File: src/rtl/wb_test_slave_pkg.sv
// Shared bus widths, FSM encodings and byte-lane helper for wb_test_slave.
// The WAIT state encoding exists only when WB_SLAVE_WAIT_EN is defined.
package wb_test_slave_pkg;

    localparam int unsigned WB_DATA_BUS_WIDTH    = 32;
    localparam int unsigned WB_ADDRESS_BUS_WIDTH = 32;
    localparam int unsigned WB_BWSEL_WIDTH       = 4;
    localparam int unsigned WB_CNT_WIDTH         = 16;
    localparam int unsigned WB_WAIT_CTR_WIDTH    = 4;

`ifdef WB_SLAVE_WAIT_EN
    typedef enum logic [1:0] {
        StIdle = 2'd0,
        StWait = 2'd1,
        StResp = 2'd2
    } wb_state_e;
`else
    typedef enum logic [1:0] {
        StIdle = 2'd0,
        StResp = 2'd2
    } wb_state_e;
`endif

    function automatic logic [WB_DATA_BUS_WIDTH-1:0] lane_merge(
        input logic [WB_DATA_BUS_WIDTH-1:0] old_val,
        input logic [WB_DATA_BUS_WIDTH-1:0] new_val,
        input logic [WB_BWSEL_WIDTH-1:0]    sel
    );
        logic [WB_DATA_BUS_WIDTH-1:0] res;
        res = old_val;
        for (int i = 0; i < int'(WB_BWSEL_WIDTH); i++) begin
            if (sel[i]) begin
                res[8*i +: 8] = new_val[8*i +: 8];
            end
        end
        return res;
    endfunction

endpackage

File: src/rtl/wb_slave_wait_ctr.sv
// Loadable 4-bit down-counter with zero flag, used to time wb_test_slave wait states.
// Counting stops at zero; load has priority over enable.
module wb_slave_wait_ctr
    import wb_test_slave_pkg::*;
(
    input  logic                         clk_i,
    input  logic                         rst_i,
    input  logic                         load_i,
    input  logic                         en_i,
    input  logic [WB_WAIT_CTR_WIDTH-1:0] load_val_i,
    output logic                         zero_o
);

    logic [WB_WAIT_CTR_WIDTH-1:0] cnt_q, cnt_d;

    always_comb begin
        cnt_d = cnt_q;
        if (load_i) begin
            cnt_d = load_val_i;
        end else if (en_i && (cnt_q != '0)) begin
            cnt_d = cnt_q - 1'b1;
        end
    end

    always_ff @(posedge clk_i) begin
        if (rst_i) begin
            cnt_q <= '0;
        end else begin
            cnt_q <= cnt_d;
        end
    end

    assign zero_o = (cnt_q == '0);

endmodule

File: src/rtl/wb_test_slave.sv
// Wishbone classic test slave: NUM_WORDS x 32-bit byte-lane registers plus write/read counters.
// Define WB_SLAVE_WAIT_EN to insert WAIT_CYCLES wait states; otherwise latency is one cycle.
module wb_test_slave
    import wb_test_slave_pkg::*;
#(
    parameter int unsigned NUM_WORDS   = 16,
    parameter int unsigned WAIT_CYCLES = 2
) (
    input  logic                            wb_clk,
    input  logic                            wb_rst,
    input  logic [WB_ADDRESS_BUS_WIDTH-1:0] wb_addr,
    input  logic [WB_DATA_BUS_WIDTH-1:0]    wb_data_i,
    output logic [WB_DATA_BUS_WIDTH-1:0]    wb_data_o,
    input  logic [WB_BWSEL_WIDTH-1:0]       wb_bwsel,
    input  logic                            wb_cyc,
    input  logic                            wb_stb,
    input  logic                            wb_we,
    output logic                            wb_ack,
    output logic                            wb_err,
    output logic [WB_CNT_WIDTH-1:0]         wr_cnt,
    output logic [WB_CNT_WIDTH-1:0]         rd_cnt
);

    localparam int unsigned IdxW = (NUM_WORDS > 1) ? $clog2(NUM_WORDS) : 1;

    if (WAIT_CYCLES > 15) begin : g_wait_range
        $error("WAIT_CYCLES must be in 0..15");
    end

    wb_state_e                       state_q, state_d;
    logic [WB_ADDRESS_BUS_WIDTH-1:0] addr_q, addr_d;
    logic [WB_DATA_BUS_WIDTH-1:0]    data_q, data_d;
    logic [WB_BWSEL_WIDTH-1:0]       bwsel_q, bwsel_d;
    logic                            we_q, we_d;
    logic [WB_CNT_WIDTH-1:0]         wr_cnt_q, wr_cnt_d;
    logic [WB_CNT_WIDTH-1:0]         rd_cnt_q, rd_cnt_d;
    logic [WB_DATA_BUS_WIDTH-1:0]    mem_q [NUM_WORDS];

    logic            start;
    logic            in_range;
    logic            mem_we;
    logic [IdxW-1:0] idx;

    assign start    = wb_cyc & wb_stb;
    assign in_range = (addr_q < WB_ADDRESS_BUS_WIDTH'(NUM_WORDS));
    assign idx      = addr_q[IdxW-1:0];

`ifdef WB_SLAVE_WAIT_EN
    localparam logic [WB_WAIT_CTR_WIDTH-1:0] WaitLoad =
        (WAIT_CYCLES > 0) ? WB_WAIT_CTR_WIDTH'(WAIT_CYCLES - 1) : '0;

    logic wait_load;
    logic wait_zero;

    wb_slave_wait_ctr u_wait_ctr (
        .clk_i      (wb_clk),
        .rst_i      (wb_rst),
        .load_i     (wait_load),
        .en_i       (state_q == StWait),
        .load_val_i (WaitLoad),
        .zero_o     (wait_zero)
    );
`endif

    always_comb begin
        state_d  = state_q;
        addr_d   = addr_q;
        data_d   = data_q;
        bwsel_d  = bwsel_q;
        we_d     = we_q;
        wr_cnt_d = wr_cnt_q;
        rd_cnt_d = rd_cnt_q;
        mem_we   = 1'b0;
`ifdef WB_SLAVE_WAIT_EN
        wait_load = 1'b0;
`endif
        case (state_q)
            StIdle: begin
                if (start) begin
                    addr_d  = wb_addr;
                    data_d  = wb_data_i;
                    bwsel_d = wb_bwsel;
                    we_d    = wb_we;
`ifdef WB_SLAVE_WAIT_EN
                    if (WAIT_CYCLES > 0) begin
                        state_d   = StWait;
                        wait_load = 1'b1;
                    end else begin
                        state_d = StResp;
                    end
`else
                    state_d = StResp;
`endif
                end
            end
`ifdef WB_SLAVE_WAIT_EN
            StWait: begin
                // Master withdrawing the strobe aborts the access without side effects.
                if (!start) begin
                    state_d = StIdle;
                end else if (wait_zero) begin
                    state_d = StResp;
                end
            end
`endif
            StResp: begin
                state_d = StIdle;
                if (in_range) begin
                    if (we_q) begin
                        mem_we   = 1'b1;
                        wr_cnt_d = wr_cnt_q + 1'b1;
                    end else begin
                        rd_cnt_d = rd_cnt_q + 1'b1;
                    end
                end
            end
            default: state_d = StIdle;
        endcase
    end

    always_ff @(posedge wb_clk) begin
        if (wb_rst) begin
            state_q  <= StIdle;
            addr_q   <= '0;
            data_q   <= '0;
            bwsel_q  <= '0;
            we_q     <= 1'b0;
            wr_cnt_q <= '0;
            rd_cnt_q <= '0;
        end else begin
            state_q  <= state_d;
            addr_q   <= addr_d;
            data_q   <= data_d;
            bwsel_q  <= bwsel_d;
            we_q     <= we_d;
            wr_cnt_q <= wr_cnt_d;
            rd_cnt_q <= rd_cnt_d;
        end
    end

    always_ff @(posedge wb_clk) begin
        if (wb_rst) begin
            for (int i = 0; i < int'(NUM_WORDS); i++) begin
                mem_q[i] <= '0;
            end
        end else if (mem_we) begin
            mem_q[idx] <= lane_merge(mem_q[idx], data_q, bwsel_q);
        end
    end

    assign wb_ack    = (state_q == StResp) && in_range;
    assign wb_err    = (state_q == StResp) && !in_range;
    assign wb_data_o = (wb_ack && !we_q) ? mem_q[idx] : '0;
    assign wr_cnt    = wr_cnt_q;
    assign rd_cnt    = rd_cnt_q;

endmodule

File: config.mk
export PLATFORM = sky130hd
export DESIGN_NAME = wb_test_slave
export DESIGN_NICKNAME = d
export VERILOG_FILES = /design/src/rtl/wb_test_slave_pkg.sv /design/src/rtl/wb_slave_wait_ctr.sv /design/src/rtl/wb_test_slave.sv
export SDC_FILE = /design/constraint.sdc
export NUM_CORES = 1
export LEC_CHECK = 0
export ABC_AREA = 1
export CAP_MARGIN = 20
export CORE_AREA = 4 4 224 226
export CTS_CLUSTER_DIAMETER = 120
export DETAILED_ROUTE_END_ITERATION = 6
export DIE_AREA = 0 0 228 230
export PLACE_DENSITY = 0.81
export SKIP_LAST_GASP = 1
export SYNTH_ARGS = -nofsm -noshare
export SYNTH_HDL_FRONTEND = slang
export SYNTH_SLANG_ARGS = --single-unit
File: constraint.sdc
create_clock -name wb_clk -period 5.9 [get_ports wb_clk]
set_input_delay 0.885 -clock wb_clk [delete_from_list [all_inputs] [get_ports wb_clk]]
set_output_delay 0.885 -clock wb_clk [all_outputs]
set_load 0.02 [all_outputs]
* Word-level counts from Yosys, hierarchy flattened *
Memory sizes are Yosys's and may differ from the RTL's. A register that Yosys moved wholly into a read port is not among the register bits.
Index checks and enable logic that the tools add are counted.

storage, ports and cells
  bits in registers = 102
  bits in writable memories = 512
  bits of input ports = 73
  output and inout bits = 66
  word-level logic and storage cells = 51
  memories = 1

memories
  memory  depth  bits a word  rd ports  clocked after Yosys merged registers in  write ports  RTL line             source
  mem_q   16     32           1         1                                        16           wb_test_slave.sv:37  logic [WB_DATA_BUS_WIDTH-1:0] mem_q [NUM_WORDS];

cells by class
  $add $sub $neg = 2
  order comparisons = 1
  mux-type cells = 26
  bitwise gates (word level) = 3
  reductions and logical operators = 11

operators with widths
  cell                     count
  $mux W8                  12
  $mux W32                 2
  $add A16 B1 Y16 const B  2
  $lt A32 B5 Y1 const B    1
  $reduce_or A32 Y1        1
  $mux W4                  3
  $mux W1                  9
  $reduce_and A3 Y1        2
  $logic_and A1 B1 Y1      3
  $logic_not A1 Y1         2
  $logic_not A2 Y1         1
  $not A1 Y1               2
  $reduce_and A2 Y1        1
  $reduce_or A2 Y1         1
  $and A1 B1 Y1            1

* Logic depth before layout (Yosys ltp) *
  depth after elaboration = 8
  gate-level depth with buffers = 13
  depth with buffers taken out = 9

* Worst setup path after synthesis *
OpenSTA, ideal clock, no wires.

  path kind = register to output
  from = register addr_q[6]
  to = output port wb_data_o[10]
  data arrival time = 2066 ps
  required time = 5015 ps
  setup slack = 2949 ps
  cell stages (with the launch flop) = 8
  path buffers = 1
  path through = dfxtp_1 or2_1 nor2_1 nand2_1 nor3_1 nand2_1 clkbuf_1 a21oi_1

between the ends
  word-level cells in the longest chain between the ends = 4

RTL lines
  element                 RTL line              source
  start, declared         wb_test_slave.sv:31   logic [WB_ADDRESS_BUS_WIDTH-1:0] addr_q, addr_d;
  start signal, assigned  wb_test_slave.sv:132  addr_q <= addr_d;
  $lt A32 B5 Y1           wb_test_slave.sv:45   assign in_range = (addr_q < WB_ADDRESS_BUS_WIDTH'(NUM_WORDS));
  $logic_and A1 B1 Y1     wb_test_slave.sv:151  assign wb_ack = (state_q == StResp) && in_range;
  named net wb_ack        wb_test_slave.sv:18   output logic wb_ack,
  $logic_and A1 B1 Y1     wb_test_slave.sv:153  assign wb_data_o = (wb_ack && !we_q) ? mem_q[idx] : '0;
  $mux W32                wb_test_slave.sv:153
  end, declared           wb_test_slave.sv:13   output logic [WB_DATA_BUS_WIDTH-1:0] wb_data_o,

The timed path passes the listed nets, and every way through them passes these cells.

==> metrics <==
status complete, no violations; hold depth 2; Place WS roughly 1.5 ns; Clock Sink Count around 600; CP peak stage delay 0.90 ns; CP Launch Type register; area leader, netlist edfxtp_1; DRT iter0 DRCs about 3300; met2 Resource Use GR 48.9%; total grt overflow 0; WP data arrival 4.38 ns; f_max 190 MHz; WL/cell approximately 22 um; async set-reset flop share out of synthesis 0%; Crit path required time 5.02 ns; fin crit period 5.26 ns; worst skew pair latency 0.63 ns; GR Util All Layers a little under a third; crit path max fanout 96; mux cell area share after synthesis 0%; Max clock buf depth 3; Top FF cell, synth edfxtp_1; crit path kind register to output pin; RSZ-0062 raised after global routing no; area fraction in compound gates after synthesis roughly 7.3%; I/O Pins roughly 140; Post-synth EDFFs 512; largest net degree at the start of global routing roughly 100; post-route ant nets 0; Yosys cell types 29; Detailed Route WL ~80000 um; final worst-path cycle share approximately nine tenths; layout cells sized above 1 a little over an eighth; slowest stage cell, crit path dfxtp_4; Core Box Area roughly 0.048 mm^2; Die W 228 um; area delta synth->final 12.0%; root buf cell clkbuf_16; grt met3 use 5.56%; Top Usage Layer GRT met2; Slew HR between 20% and 30%; RR Endpoint mem_q[4][25]; setup_tns 0 ns; CP endpoint kind output pin; fraction of synthesized cell area in xor and xnor cells 0.579%; most numerous cell in the Yosys netlist nor2_1; DIE AREA ~0.052 mm^2; PostCTS Resize Cnt 0; Chip Height about 230 um; vias ~23000; worst r2r src addr_q[30]; RD Place Congestion around 0.87; cell count after synthesis 2998; Synth warnings 0; Tightest Pin Transition roughly 1.1 ns; Peak VDD IR 0.225 mV; cts bufs inserted 60; area share of fa/ha/maj cells after synthesis 0.0871%; Final Hold Vio Count 0; row cnt 81; synthesized area about 0.029 mm^2; vias in the first global route ~22000; Hold Path Sink data_q[11]; total leakage power between 10 and 15 nW; worst r2r path cells 9; top cell type's share of synthesized area about 54%; Post-Synth Simple-Gate Area 25.0%; DP Area approximately 0.03 mm^2; number of synthesized register bits about 600; DR pass1 iterations 6; pwr dens slightly above 300 mW/mm^2; Final Instance Area 0.0322 mm^2; HPWL reported at the end of detailed placement 44300 um; CTS HTree Levels 2; Max-Cap Viols 0; FF-to-FF setup slack around 1.9 ns; PnR worst setup slack about 0.64 ns; average size of a mapped cell 9.58 um^2; ANT cells 0; Nets just over 3000; synth cell count leaders 767 x nor2_1, 512 x edfxtp_1, 354 x nand2_1; sequential-to-total area share from yosys stat 60.9%; Final Max Slew Viols 0; cts hold-fix bufs 0; Critical Path, Cell by Cell buf_4 -> nor2_1 -> nor2_1 -> o21ai_0 -> nand3_1 -> nand3_1 -> a21oi_1 -> clkdlybuf4s50_1; # Post-CTS Setup Buffers 0; Worst Hold Class register to register; Synth area leaders edfxtp_1 54%, nor2_1 10%, dfxtp_1 7.4%; initial antenna violation count 0; CTS tree built; main combinational cell family by area after synthesis simple AND/OR/NAND/NOR gates; met1 Resource Use GR about two fifths; Initial Utilization between 50% and 60%; Hold Path Origin data_q[11]; vias per std cell 6.10; CTS clk-pin slew, worst paths approximately 0.070 ns; Post-route DRC 0; number of setup violations in the final report 0; clk_skew 0.0164 ns; syn nets ~3100; Port Buffer Count ~140; global-route wire length before repair 124000 um
## critical path, delay by kind of cell (launching register included)
family,cells,cell delay [ns]
flip-flops,1,0.90
buffers and inverters,2,1.60
AO/OA/AOI/OAI,2,0.60
AND/OR/NAND/NOR,4,0.53
## how the worst max path moves through the flow
stage                         start            end  slack (ns)  cells after the start
after floorplan           addr_q[6]  wb_data_o[10]        2.95                      7
after CTS                  register   wb_data_o[0]        0.80                      8
final                      register   wb_data_o[0]        0.64                      8
after global routing       register   wb_data_o[0]        0.57                      8
after detailed placement   register   wb_data_o[0]        1.53                      8
after global placement     register   wb_data_o[0]        1.55                      8
## flip-flops by register name, indices dropped and copies added (netlist names), named ones only
name,flops
mem_q,512
we_q,1
data_q,32
wr_cnt,16
addr_q,32
rd_cnt,16
bwsel_q,4
state_q,1
## area by class of cell
type	instances	area (um^2)
clock buffer	100	1890
clock inverter	14	92.6
fill	3614	16200
inverter	128	488
multi-input combinational	2028	9530
sequential	618	17500
tap	622	778
timing repair buffer	184	1880
## per-stage QoR
| step | hold slack (ns) | utilization (%) | instances | power, mW |
|---|---|---|---|---|
| floorplan | 0.447 | - | 2998 | 5.74 |
| global placement | 0.458 | 62.0 | 3570 | 6.00 |
| detailed placement | 0.468 | 62.1 | 3573 | 6.04 |
| CTS | 0.482 | 66.2 | 3687 | 9.80 |
| global route | 0.496 | 66.6 | 3694 | 10.1 |
| finish | 0.480 | 66.6 | 3694 | 9.85 |
## placed cells by master, fill, tap and decap left out, types with 10 or more instances in the layout
cell,Yosys,routed
dfxtp_1,106,103
clkbuf_16,0,66
o211ai_1,78,78
nor2_2,182,182
clkbuf_8,0,11
nand3_4,10,10
or2_2,34,34
nor2_1,767,767
clkbuf_1,84,20
clkdlybuf4s50_1,0,138
a21oi_1,82,82
o21ai_0,218,218
nand2_2,0,16
buf_12,1,11
xor2_1,15,15
edfxtp_1,512,512
buf_4,39,34
nand2_1,354,338
inv_1,125,123
nand3_1,259,252
## kinds of logic (layout without fill, tap and decap cells)
family | after synthesis | in the layout
adder cells (fa/ha/maj) | 2 | 2
flip-flops | 618 | 618
XOR/XNOR | 19 | 19
AND/OR/NAND/NOR | 1629 | 1629
AO/OA/AOI/OAI | 378 | 378
buffers and inverters | 352 | 426
## metal layers
| metal | share of wire [%] | up-vias | wire length [um] |
|---|---|---|---|
| met3 | 13 | 231 | 11100 |
| li1 | - | 10000 | - |
| met5 | 0 | - | 0 |
| met1 | 36 | 10700 | 29400 |
| met4 | 4.5 | 0 | 3660 |
| met2 | 46 | 1609 | 38100 |
## report_power, final
part,switching (mW),internal [mW]
sequential,0.0641,4.86
clock,1.67,2.19
combinational,0.804,0.257
No activity file was read; power rests on OpenSTA's default activity.
